===== config.mk =====
export PLATFORM = sky130hd
export DESIGN_NAME = tlu_dut_trigger_rx_flat
export DESIGN_NICKNAME = d
export VERILOG_FILES = /design/src/rtl/tlu_dut_trigger_rx_if.sv /design/src/rtl/tlu_dut_trigger_rx.sv /design/src/flat_wrapper.sv
export SDC_FILE = /design/constraint.sdc
export NUM_CORES = 1
export LEC_CHECK = 0
export CAP_MARGIN = 20
export CORE_MARGIN = 2
export CORE_UTILIZATION = 55
export DETAILED_ROUTE_END_ITERATION = 12
export PLACE_DENSITY = 0.78
export SLEW_MARGIN = 25
export SYNTH_ARGS = -nofsm -noshare
export SYNTH_HDL_FRONTEND = slang
export SYNTH_SLANG_ARGS = --single-unit

===== constraint.sdc =====
create_clock -name CLK -period 2.7 [get_ports CLK]
set_input_delay 0.405 -clock CLK [delete_from_list [all_inputs] [get_ports CLK]]
set_output_delay 0.405 -clock CLK [all_outputs]
set_load 0.01 [all_outputs]

===== src/rtl/tlu_dut_trigger_rx_if.sv =====
`default_nettype none
// +----------------------------------------------------------------------------+
// | Module : tlu_dut_trigger_rx_if                                             |
// | Brief  : Trigger-number valid/ready stream from the TLU responder to the   |
// |          DUT readout.                                                      |
// | Rev    : 1.0  initial release                                              |
// +----------------------------------------------------------------------------+
interface tlu_dut_trigger_rx_if #(
  parameter int TRIGGER_BITS = 16
);
  logic [TRIGGER_BITS-1:0] TRIGGER_NUMBER;
  logic                    TRIGGER_VALID;
  logic                    TRIGGER_READY;

  modport master (
    output TRIGGER_NUMBER,
    output TRIGGER_VALID,
    input  TRIGGER_READY
  );

  modport slave (
    input  TRIGGER_NUMBER,
    input  TRIGGER_VALID,
    output TRIGGER_READY
  );
endinterface
`default_nettype wire


===== src/rtl/tlu_dut_trigger_rx.sv =====
`default_nettype none
// +----------------------------------------------------------------------------+
// | Module : tlu_dut_trigger_rx                                                |
// | Brief  : DUT-side TLU trigger/busy responder with optional data handshake  |
// |          (TLU_CLOCK generation and MSB-first trigger-number shift-in).     |
// | Rev    : 1.0  initial release                                              |
// +----------------------------------------------------------------------------+
module tlu_dut_trigger_rx #(
  parameter int TRIGGER_BITS   = 16,
  parameter int CLK_DIV_WIDTH  = 8,
  parameter int TIMEOUT_CYCLES = 1024
) (
  input  logic                     CLK,
  input  logic                     RESET_N,
  input  logic                     ENABLE,
  input  logic                     CONF_DATA_HANDSHAKE,
  input  logic [CLK_DIV_WIDTH-1:0] CONF_CLK_DIV,
  input  logic                     DUT_HOLD,
  input  logic                     TLU_TRIGGER,
  output logic                     TLU_BUSY,
  output logic                     TLU_CLOCK,
  tlu_dut_trigger_rx_if.master     trig_bus,
  output logic [31:0]              TRIGGER_COUNT,
  output logic [7:0]               TIMEOUT_ERR_COUNT
);

  localparam int c_TO_W  = (TIMEOUT_CYCLES > 1) ? $clog2(TIMEOUT_CYCLES) : 1;
  localparam int c_BIT_W = (TRIGGER_BITS > 1) ? $clog2(TRIGGER_BITS) : 1;

  localparam logic [c_TO_W-1:0]  c_TO_LAST  = c_TO_W'(TIMEOUT_CYCLES - 1);
  localparam logic [c_BIT_W-1:0] c_BIT_LAST = c_BIT_W'(TRIGGER_BITS - 1);
  localparam logic [CLK_DIV_WIDTH-1:0] c_DIV_MIN = CLK_DIV_WIDTH'(3);

  localparam logic [2:0] c_IDLE     = 3'd0;
  localparam logic [2:0] c_WAIT_LOW = 3'd1;
  localparam logic [2:0] c_SHIFT    = 3'd2;
  localparam logic [2:0] c_OUTPUT   = 3'd3;
  localparam logic [2:0] c_RELEASE  = 3'd4;
  localparam logic [2:0] c_ERR_WAIT = 3'd5;

  logic [2:0]               r_state;
  logic [2:0]               w_state_nxt;
  logic                     r_trig_meta;
  logic                     r_trig_s;
  logic                     r_trig_prev;
  logic                     w_trig_rise;
  logic                     r_data_mode;
  logic [c_TO_W-1:0]        r_to_cnt;
  logic [CLK_DIV_WIDTH-1:0] r_div;
  logic [CLK_DIV_WIDTH-1:0] r_phase_cnt;
  logic                     r_clk_high;
  logic [c_BIT_W-1:0]       r_bit_cnt;
  logic [TRIGGER_BITS-1:0]  r_number;
  logic [31:0]              r_local_cnt;
  logic [31:0]              r_trig_count;
  logic [7:0]               r_err_count;
  logic                     w_phase_end;
  logic [CLK_DIV_WIDTH-1:0] w_div_eff;
  logic                     w_busy;
  logic                     w_valid;
  logic                     w_tclk;

  // TLU_TRIGGER is asynchronous to CLK; only r_trig_s is used by the logic.
  always_ff @(posedge CLK) begin
    if (!RESET_N) begin
      r_trig_meta <= 1'b0;
      r_trig_s    <= 1'b0;
      r_trig_prev <= 1'b0;
    end else begin
      r_trig_meta <= TLU_TRIGGER;
      r_trig_s    <= r_trig_meta;
      r_trig_prev <= r_trig_s;
    end
  end

  assign w_trig_rise = r_trig_s & ~r_trig_prev;
  assign w_phase_end = (r_phase_cnt == r_div);
  assign w_div_eff   = (CONF_CLK_DIV < c_DIV_MIN) ? c_DIV_MIN : CONF_CLK_DIV;

  always_ff @(posedge CLK) begin
    if (!RESET_N) begin
      r_state <= c_IDLE;
    end else begin
      r_state <= w_state_nxt;
    end
  end

  always_comb begin
    w_state_nxt = r_state;
    case (r_state)
      c_IDLE: begin
        if (w_trig_rise && ENABLE) w_state_nxt = c_WAIT_LOW;
      end
      c_WAIT_LOW: begin
        if (!r_trig_s) begin
          w_state_nxt = r_data_mode ? c_SHIFT : c_OUTPUT;
        end else if (r_data_mode && (r_to_cnt == c_TO_LAST)) begin
          w_state_nxt = c_ERR_WAIT;
        end
      end
      c_SHIFT: begin
        if (w_phase_end && !r_clk_high && (r_bit_cnt == c_BIT_LAST)) w_state_nxt = c_OUTPUT;
      end
      c_OUTPUT: begin
        if (trig_bus.TRIGGER_READY) w_state_nxt = c_RELEASE;
      end
      c_RELEASE, c_ERR_WAIT: begin
        if (!DUT_HOLD && !r_trig_s) w_state_nxt = c_IDLE;
      end
      default: w_state_nxt = c_IDLE;
    endcase
  end

  always_comb begin
    w_busy  = 1'b1;
    w_valid = 1'b0;
    w_tclk  = 1'b0;
    case (r_state)
      c_IDLE:   w_busy  = 1'b0;
      c_SHIFT:  w_tclk  = r_clk_high;
      c_OUTPUT: w_valid = 1'b1;
      default:  w_busy  = 1'b1;
    endcase
  end

  // Mode is captured every IDLE cycle so the value at the accepting edge sticks.
  always_ff @(posedge CLK) begin
    if (!RESET_N) begin
      r_data_mode  <= 1'b0;
      r_to_cnt     <= '0;
      r_div        <= '0;
      r_phase_cnt  <= '0;
      r_clk_high   <= 1'b0;
      r_bit_cnt    <= '0;
      r_number     <= '0;
      r_local_cnt  <= '0;
      r_trig_count <= '0;
      r_err_count  <= '0;
    end else begin
      case (r_state)
        c_IDLE: begin
          r_data_mode <= CONF_DATA_HANDSHAKE;
          r_to_cnt    <= '0;
        end
        c_WAIT_LOW: begin
          r_to_cnt <= r_to_cnt + 1'b1;
          if (w_state_nxt == c_SHIFT) begin
            r_div       <= w_div_eff;
            r_phase_cnt <= '0;
            r_clk_high  <= 1'b1;
            r_bit_cnt   <= '0;
          end
          if (w_state_nxt == c_OUTPUT) begin
            r_number    <= r_local_cnt[TRIGGER_BITS-1:0];
            r_local_cnt <= r_local_cnt + 32'd1;
          end
          if ((w_state_nxt == c_ERR_WAIT) && (r_err_count != 8'hFF)) begin
            r_err_count <= r_err_count + 8'd1;
          end
        end
        c_SHIFT: begin
          if (w_phase_end) begin
            r_phase_cnt <= '0;
            r_clk_high  <= ~r_clk_high;
            if (r_clk_high) begin
              r_number <= {r_number[TRIGGER_BITS-2:0], r_trig_s};
            end else begin
              r_bit_cnt <= r_bit_cnt + 1'b1;
            end
          end else begin
            r_phase_cnt <= r_phase_cnt + 1'b1;
          end
        end
        c_OUTPUT: begin
          if (trig_bus.TRIGGER_READY) r_trig_count <= r_trig_count + 32'd1;
        end
        default: begin
          r_to_cnt <= '0;
        end
      endcase
    end
  end

  assign TLU_BUSY                = w_busy;
  assign TLU_CLOCK               = w_tclk;
  assign trig_bus.TRIGGER_VALID  = w_valid;
  assign trig_bus.TRIGGER_NUMBER = r_number;
  assign TRIGGER_COUNT           = r_trig_count;
  assign TIMEOUT_ERR_COUNT       = r_err_count;

endmodule
`default_nettype wire


===== src/flat_wrapper.sv =====
// flat-port wrapper written by rule: the top's interface ports become plain ports
module tlu_dut_trigger_rx_flat 
#(
  parameter int TRIGGER_BITS   = 16,
  parameter int CLK_DIV_WIDTH  = 8,
  parameter int TIMEOUT_CYCLES = 1024
)
  (CLK, RESET_N, ENABLE, CONF_DATA_HANDSHAKE, CONF_CLK_DIV, DUT_HOLD, TLU_TRIGGER, TLU_BUSY, TLU_CLOCK, TRIGGER_COUNT, TIMEOUT_ERR_COUNT, trig_bus_TRIGGER_NUMBER, trig_bus_TRIGGER_VALID, trig_bus_TRIGGER_READY);
  tlu_dut_trigger_rx_if #(.TRIGGER_BITS(TRIGGER_BITS)) trig_bus_i ();
  input  logic CLK;
  input  logic RESET_N;
  input  logic ENABLE;
  input  logic CONF_DATA_HANDSHAKE;
  input  logic [CLK_DIV_WIDTH-1:0] CONF_CLK_DIV;
  input  logic DUT_HOLD;
  input  logic TLU_TRIGGER;
  output logic TLU_BUSY;
  output logic TLU_CLOCK;
  output logic [31:0] TRIGGER_COUNT;
  output logic [7:0] TIMEOUT_ERR_COUNT;
  output wire logic [$bits(trig_bus_i.TRIGGER_NUMBER)-1:0] trig_bus_TRIGGER_NUMBER;
  output wire logic [$bits(trig_bus_i.TRIGGER_VALID)-1:0] trig_bus_TRIGGER_VALID;
  input wire logic [$bits(trig_bus_i.TRIGGER_READY)-1:0] trig_bus_TRIGGER_READY;
  assign trig_bus_TRIGGER_NUMBER = trig_bus_i.TRIGGER_NUMBER;
  assign trig_bus_TRIGGER_VALID = trig_bus_i.TRIGGER_VALID;
  assign trig_bus_i.TRIGGER_READY = trig_bus_TRIGGER_READY;
  tlu_dut_trigger_rx #(.TRIGGER_BITS(TRIGGER_BITS), .CLK_DIV_WIDTH(CLK_DIV_WIDTH), .TIMEOUT_CYCLES(TIMEOUT_CYCLES)) u_core (.CLK(CLK), .RESET_N(RESET_N), .ENABLE(ENABLE), .CONF_DATA_HANDSHAKE(CONF_DATA_HANDSHAKE), .CONF_CLK_DIV(CONF_CLK_DIV), .DUT_HOLD(DUT_HOLD), .TLU_TRIGGER(TLU_TRIGGER), .TLU_BUSY(TLU_BUSY), .TLU_CLOCK(TLU_CLOCK), .trig_bus(trig_bus_i), .TRIGGER_COUNT(TRIGGER_COUNT), .TIMEOUT_ERR_COUNT(TIMEOUT_ERR_COUNT));
endmodule

==> results of run 1 <==
==> sequential cells by signal, indices dropped and copies added, names as in the netlist <==
| signal | flops |
|---|---|
| u_core.trig_bus.TRIGGER_NUMBER | 16 |
| u_core.r_data_mode | 1 |
| u_core.r_clk_high | 1 |
| u_core.r_state | 3 |
| u_core.r_trig_prev | 1 |
| u_core.r_to_cnt | 10 |
| u_core.r_local_cnt | 16 |
| u_core.r_trig_s | 1 |
| u_core.TIMEOUT_ERR_COUNT | 8 |
| u_core.r_bit_cnt | 4 |
| u_core.r_phase_cnt | 8 |
| u_core.TRIGGER_COUNT | 32 |
| u_core.r_div | 8 |
| u_core.r_trig_meta | 1 |
==> worst reg2reg max path, stage by stage (launching register included) <==
cell                      delay [ps]
sky130_fd_sc_hd__dfxtp_1         570
sky130_fd_sc_hd__or3b_4          530
sky130_fd_sc_hd__nor4_4          330
sky130_fd_sc_hd__o21ai_2         200
sky130_fd_sc_hd__or4_1           500
sky130_fd_sc_hd__a21oi_1         140
==> metal layers <==
metal | global-route usage, % | share of wire (%) | up-vias
met5 | 0 | 0 | -
met4 | 7.59 | 1.2 | 0
met3 | 4.86 | 4.1 | 13
met2 | 41.0 | 48 | 92
met1 | 32.6 | 46 | 2311
li1 | - | - | 2409
==> synth_stat cells, drive strengths merged (3+ instances only) <==
cell type	n	share of area [%]
dfxtp	110	42
nor2	72	5.1
a21oi	59	5.6
nand2	50	3.6
xnor2	36	6.0
o21ai	29	2.8
nand3	27	2.6
nand4	26	3.1
clkbuf	21	1.5
mux2i	19	3.6
inv	18	1.3
o31ai	18	2.6
nor4	17	2.3
buf	14	1.3
or3	14	1.7
and4	10	1.7
nor3	10	0.95
nand2b	9	1.1
and2	6	0.71
ha	6	1.4
a31oi	5	0.71
and3	5	0.59
or2	5	0.59
xor2	5	0.83
a311oi	4	0.66
a31o	4	0.66
a211oi	3	0.43
a41oi	3	0.50
nand4b	3	0.50
o311ai	3	0.50
==> stage by stage <==
stage / util (%) / hold slack (ps)
floorplan: - / 412
global placement: 66.0 / 415
detailed placement: 66.0 / 419
CTS: 68.3 / 446
global route: 68.3 / 475
finish: 68.3 / 440
==> cells by family after synthesis <==
family,after synthesis,share of synthesized area [%]
mux,19,3.61
compound gates,140,16.2
fa+ha+maj,6,1.42
flops,110,41.7
buf+inv,53,4.10
simple gates,265,26.1
xor+xnor,41,6.81
==> report_power, final <==
group	internal, mW	switching (mW)	total (mW)
Sequential	1.63	0.00944	1.64
Combinational	0.0514	0.0713	0.123
Clock	0.509	0.548	1.06
==> worst min-delay path by stage <==
stage | slack [ps] | endpoint | depth (start not counted) | from
3_5_place_dp | 420 | u_core.r_trig_s | 1 | u_core.r_trig_meta
2_1_floorplan | 410 | u_core.r_trig_s | 1 | u_core.r_trig_meta
6_report | 440 | u_core.r_trig_s | 1 | u_core.r_trig_meta
3_3_place_gp | 410 | u_core.r_trig_s | 1 | u_core.r_trig_meta
4_1_cts | 450 | u_core.r_trig_s | 1 | u_core.r_trig_meta
5_1_grt | 480 | u_core.r_trig_s | 1 | u_core.r_trig_meta
==> area by class of cell <==
| class | instances | share of cell area [%] |
|---|---|---|
| Sequential cell | 110 | 34.7 |
| Timing Repair Buffer | 84 | 13.0 |
| Tap cell | 129 | 2.54 |
| Clock buffer | 12 | 2.60 |
| Multi-Input combinational cell | 471 | 45.2 |
| Clock inverter | 4 | 0.829 |
| Inverter | 18 | 1.07 |
==> placed cells by master (no fill, tap or decap), types with 3 or more instances in the layout <==
cell / count
sky130_fd_sc_hd__and2_1: 6
sky130_fd_sc_hd__a21oi_1: 59
sky130_fd_sc_hd__nand3_1: 27
sky130_fd_sc_hd__buf_4: 10
sky130_fd_sc_hd__nand2_1: 50
sky130_fd_sc_hd__a211oi_1: 3
sky130_fd_sc_hd__xor2_1: 5
sky130_fd_sc_hd__nor2_1: 72
sky130_fd_sc_hd__nand2b_1: 9
sky130_fd_sc_hd__clkbuf_8: 12
sky130_fd_sc_hd__xnor2_1: 36
sky130_fd_sc_hd__clkdlybuf4s50_1: 73
sky130_fd_sc_hd__nand4b_1: 3
sky130_fd_sc_hd__ha_1: 6
sky130_fd_sc_hd__and3_1: 5
sky130_fd_sc_hd__nand4_1: 26
sky130_fd_sc_hd__and4_1: 10
sky130_fd_sc_hd__a31oi_1: 3
sky130_fd_sc_hd__nor3_1: 10
sky130_fd_sc_hd__a31o_2: 4
sky130_fd_sc_hd__a41oi_1: 3
sky130_fd_sc_hd__mux2i_1: 19
sky130_fd_sc_hd__inv_1: 17
sky130_fd_sc_hd__o311ai_0: 3
sky130_fd_sc_hd__or2_2: 5
sky130_fd_sc_hd__nor4_1: 16
sky130_fd_sc_hd__o31ai_1: 18
sky130_fd_sc_hd__or3_1: 14
sky130_fd_sc_hd__a311oi_1: 4
sky130_fd_sc_hd__dfxtp_1: 110
sky130_fd_sc_hd__o21ai_0: 28
==> impl_metrics.csv, run 1 <==
group,metric,value,unit
routing,drcViolationCount,0,
layout,final_cell_area,0.00634,mm2
layout,drive_above_1_share,6.29,%
placement,port_buffers,73,
synth,ys_seq_elements,110,
sta,final-setup-viol-count,0,
routing,sum_of_routed_wire_length_over_all_layers,12300,um
placement,gp_routability_congestion,0.865,
sta,final_max_slew_viol_count,0,
power_and_ir_drop,ir_drop,0.000360,V
synth,number_of_synthesized_flops_with_an_enable_pin,0,
critical_path,worstSetupEndpointType,"output pin",
sta,fin_setup_tns,0,ps
global_route,antenna_found_initial,0,
clocking,cts.hold.buffers_added,0,
routing,detail_route.vias_per_cell,5.83,
power_and_ir_drop,power_density,444,mW/mm2
sta,finClkSkew,9.28,ps
sta,worst_pin_slew,682,ps
floorplan,placeable_core_region,0.00928,mm2
clocking,total_clock_buffers_created_by_cts,9,
clocking,cts_resized,0,
global_route,globalRoute.totalOverflow,0,
synth,ys_warn_count,0,
global_route,global_route_wire_length_before_repair,21000,um
global_route,first_global_vias,4523,
worst_hold_path,kind_of_path_behind_the_tightest_hold_check,"reg -> reg",
critical_path,cell_with_the_largest_stage_delay_on_the_worst_path,"sky130_fd_sc_hd__dfxtp_1",
synth,ys_async_sr_fraction,0,%
layout,fillCellCount,782,
critical_path,crit_chain,"inv_1, nor2_1, buf_4, and2_1, clkdlybuf4s50_1",
layout,num_antenna_cells,0,
placement,dp_hpwl,8530,um
critical_path,critPathCapture,"trig_bus_TRIGGER_VALID",
power_and_ir_drop,power.total,2.82,mW
clocking,tritoncts_clock_tree,"done",
floorplan,core.rowCount,35,
critical_path,timing.critical_path.fanout_max,14,
floorplan,vertical_extent_of_the_die,102,um
global_route,groute.usage.overall,24.7,%
global_route,largest_net_degree_at_the_start_of_global_routing,73,
sta,report.final.hold_viol_count,0,
layout,multi_input_comb_area,0.00287,mm2
critical_path,critical_path_arrival,2020,ps
critical_path,setup.worst_path.class,"reg -> out",
floorplan,start_util,56.8,%
placement,dp_cells,812,
critical_path,critical_path.top_delay_family,"buffers and inverters",
synth,netlist_area,0.00528,mm2
floorplan,die_area,0.0104,mm2
clocking,clock-root-buffer,"sky130_fd_sc_hd__clkbuf_8",
floorplan,die_x,102,um
sta,minimum_clock_period_after_layout,2420,ps
clocking,cts_clock_pin_slew_for_the_worst_setup_and_hold_paths,100,ps
synth,dominantRegCellSynth,"sky130_fd_sc_hd__dfxtp_1",
critical_path,timing.critical_path.slowest_cell_delay,560,ps
critical_path,critical_path.reg2reg.startpoint,"u_core.r_state[0]",
routing,drt-pass1-iter-count,5,
clocking,clkLatencyLatePin,370,ps
routing,drt-wirelength-per-cell,14.9,um
sta,worst_setup_margin,278,ps
routing,detail-route-antenna-nets,0,
placement,detailed_place.area,0.00612,mm2
run,drv.max_cap_violation_count,0,
layout,layout.cells.non_filler,828,
clocking,post_cts_buffers,0,
synth,yosysSeqAreaShare,41.7,%
synth,post_synth_inst_count,634,
critical_path,worst_r2r_path_depth,5,
synth,synth.avg_cell_area,8.32,um2
layout,syn_to_final_growth,20.2,%
synth,synthesis.nets,655,
clocking,cts.sink_count,110,
floorplan,ioPinCount,74,
critical_path,timing.critical_path.from,"u_core.r_state[1]",
critical_path,worst-r2r-setup-slack,370,ps
clocking,clock_tree.buffer_depth,2,
sta,min_period_over_period,89.7,%
critical_path,timing.critical_path.depth,5,
sta,grt_setup_unrepaired,"no",
critical_path,worstPathBufferInverterCount,3,
layout,final_net_count,715,
synth,synth.distinct_cells,52,
sta,timing.max_slew.rel_slack,54.5,%
placement,place_worst_setup_slack,283,ps
critical_path,crit_path_start_kind,"flip-flop",
routing,drt_iter0_markers,235,
sta,timing.fmax,413,MHz
outcome,status,"completed",
routing,via_count,4825,
layout,layout.area.seq,0.00220,mm2
critical_path,required_time_reported_for_the_critical_path_endpoint,2300,ps
clocking,cts_max_level,3,
power_and_ir_drop,cell_leakage_power,2.11,nW
critical_path,r2r-end,"u_core.TIMEOUT_ERR_COUNT[5]",
(Power assumes the default switching activity.)
==> run 2: changes to the inputs <==
--- a/config.mk
+++ b/config.mk
@@ -5,8 +5,8 @@
 export SDC_FILE = /design/constraint.sdc
 export NUM_CORES = 1
 export LEC_CHECK = 0
+export ABC_CLOCK_PERIOD_IN_PS = 2700
 export CAP_MARGIN = 20
-export CORE_MARGIN = 2
 export CORE_UTILIZATION = 55
 export DETAILED_ROUTE_END_ITERATION = 12
 export PLACE_DENSITY = 0.78
==> run 2 against run 1 <==
- sequential share of layout area increased by 0.19 points
- worst hold slack improved by 16 ps
- utilization decreased by 0.38 points
- critical path depth unchanged
- wire length decreased by 1.1%
- sequential power about the same
- global-route usage increased by 0.22 points
- cell count unchanged
- register-to-register slack about the same
- final area decreased by 0.55%
- critical path type unchanged
==> impl_metrics.csv, run 2 (synthesis gave the netlist of run 1 again) <==
group,metric,value,unit
critical_path,timing.critical_path.fanout_max,14,
routing,detail_route.vias_per_cell,5.85,
global_route,first_global_vias,4479,
floorplan,start_util,56.8,%
critical_path,cell_with_the_largest_stage_delay_on_the_worst_path,"sky130_fd_sc_hd__dfxtp_1",
layout,layout.cells.non_filler,828,
critical_path,timing.critical_path.from,"u_core.r_state[1]",
routing,via_count,4843,
critical_path,worstPathBufferInverterCount,3,
layout,final_cell_mix,"110 x sky130_fd_sc_hd__dfxtp_1, 73 x sky130_fd_sc_hd__clkdlybuf4s50_1, 72 x sky130_fd_sc_hd__nor2_1, 59 x sky130_fd_sc_hd__a21oi_1, 50 x sky130_fd_sc_hd__nand2_1",
power_and_ir_drop,power_density,429,mW/mm2
critical_path,worst-r2r-setup-slack,380,ps
sta,finClkSkew,10.8,ps
layout,final_net_count,715,
clocking,cts_clock_pin_slew_for_the_worst_setup_and_hold_paths,110,ps
layout,final_core_util,67.9,%
clocking,clkLatencyLatePin,370,ps
placement,dp_cells,812,
power_and_ir_drop,cell_leakage_power,2.08,nW
worst_hold_path,kind_of_path_behind_the_tightest_hold_check,"reg -> reg",
routing,drt-pass1-iter-count,4,
critical_path,required_time_reported_for_the_critical_path_endpoint,2300,ps
critical_path,critical_path_arrival,2010,ps
layout,num_antenna_cells,0,
routing,detail-route-antenna-nets,0,
clocking,tritoncts_clock_tree,"done",
sta,timing.fmax,414,MHz
run,drv.max_cap_violation_count,0,
clocking,cts.sink_count,110,
sta,final_max_slew_viol_count,0,
floorplan,die_x,99.9,um
placement,dp_hpwl,8320,um
floorplan,placeable_core_region,0.00928,mm2
sta,fin_setup_tns,0,ps
sta,grt_setup_unrepaired,"no",
critical_path,worstSetupEndpointType,"output pin",
placement,gp_routability_congestion,0.824,
layout,drive_above_1_share,6.15,%
routing,drt_iter0_markers,230,
worst_hold_path,worstHoldStart,"u_core.r_trig_meta",
placement,detailed_place.area,0.00612,mm2
floorplan,ioPinCount,74,
routing,sum_of_routed_wire_length_over_all_layers,12200,um
clocking,total_clock_buffers_created_by_cts,9,
power_and_ir_drop,ir_drop,0.000353,V
layout,syn_to_final_growth,19.6,%
sta,report.final.hold_viol_count,0,
floorplan,die_area,0.00999,mm2
global_route,globalRoute.totalOverflow,0,
layout,final_cell_area,0.00631,mm2
sta,final-setup-viol-count,0,
placement,place_worst_setup_slack,265,ps
critical_path,critical_path.top_delay_family,"buffers and inverters",
global_route,global_route_wire_length_before_repair,20400,um
routing,drcViolationCount,0,
global_route,largest_net_degree_at_the_start_of_global_routing,73,
routing,drt-wirelength-per-cell,14.7,um
critical_path,crit_path_start_kind,"flip-flop",
floorplan,core.rowCount,35,
outcome,status,"completed",
clocking,clock-root-buffer,"sky130_fd_sc_hd__clkbuf_8",
sta,timing.max_slew.rel_slack,54.7,%
sta,hold_slack,456,ps
sta,minimum_clock_period_after_layout,2410,ps
clocking,post_cts_buffers,0,
sta,min_period_over_period,89.4,%
clocking,cts.hold.buffers_added,0,
sta,worst_pin_slew,679,ps
global_route,groute.usage.overall,24.9,%
critical_path,critical_path.reg2reg.startpoint,"u_core.r_state[1]",
critical_path,setup.worst_path.class,"reg -> out",
power_and_ir_drop,power.total,2.70,mW
placement,port_buffers,73,
sta,worst_setup_margin,285,ps
critical_path,timing.critical_path.slowest_cell_delay,570,ps
critical_path,crit_chain,"inv_1, nor2_1, buf_4, and2_1, clkdlybuf4s50_1",
floorplan,vertical_extent_of_the_die,99.9,um
layout,largest_register_ff_count,32,
clocking,clock_tree.buffer_depth,2,
layout,layout.cells.most_common,"sky130_fd_sc_hd__dfxtp_1",
clocking,cts_resized,0,
global_route,antenna_found_initial,0,
clocking,cts_max_level,3,
[run 2: cell count changes in the layout (fill, tap and decap cells not counted)]
cell / before / now
sky130_fd_sc_hd__clkinv_2: 1 / 0
sky130_fd_sc_hd__clkbuf_1: 0 / 1
sky130_fd_sc_hd__inv_8: 0 / 2
sky130_fd_sc_hd__clkbuf_8: 12 / 9
sky130_fd_sc_hd__bufinv_16: 1 / 0
sky130_fd_sc_hd__clkinvlp_4: 0 / 2
[run 2: routing by layer]
| layer | up-vias | track usage [%] | part of all wire [%] |
|---|---|---|---|
| met4 | 0 | 6.56 | 1.1 |
| li1 | 2400 | - | - |
| met2 | 111 | 43.0 | 49 |
| met1 | 2320 | 32.1 | 45 |
| met5 | - | 0 | 0 |
| met3 | 12 | 4.60 | 4.8 |
[run 2: where the power goes]
part,internal [mW],total [mW],leakage [nW],switching [mW]
Combinational,0.0512,0.123,1.11,0.0715
Clock,0.354,0.942,0.0869,0.588
Sequential,1.63,1.64,0.887,0.00877
Total,2.03,2.70,2.08,0.668
[run 2: worst register-to-register path: stages (launching register included)]
cell	delay, ps
sky130_fd_sc_hd__dfxtp_1	570
sky130_fd_sc_hd__nor3b_2	260
sky130_fd_sc_hd__and2_1	200
sky130_fd_sc_hd__and3_1	610
sky130_fd_sc_hd__or2_2	440
sky130_fd_sc_hd__a21oi_1	120
[run 2: layout make-up]
cell class              count  area, um2
flip-flops and latches    110       2200
clock inverters             6       55.1
clock buffers              10        128
repair buffers             84        826
well taps                 129        161
inverters                  18       67.6
fillers                   814       2980
multi-input cells         471       2870
[run 2: final timing paths]
| check | end | cells past startpoint |
|---|---|---|
| worst max register to register | u_core.trig_bus.TRIGGER_NUMBER[14] | 5 |
| worst min register to register | u_core.r_trig_s | 1 |
| worst max-delay path | trig_bus_TRIGGER_VALID | 5 |
| worst min-delay path | u_core.r_trig_s | 1 |
==> run 3: changes to the inputs <==
--- a/config.mk
+++ b/config.mk
@@ -6,7 +6,7 @@
 export NUM_CORES = 1
 export LEC_CHECK = 0
 export ABC_CLOCK_PERIOD_IN_PS = 2700
-export CAP_MARGIN = 20
+export CAP_MARGIN = 5
 export CORE_UTILIZATION = 55
 export DETAILED_ROUTE_END_ITERATION = 12
 export PLACE_DENSITY = 0.78
==> results of run 3 <==
No change in the layout: final DEF, timing and power equal those of run 2.
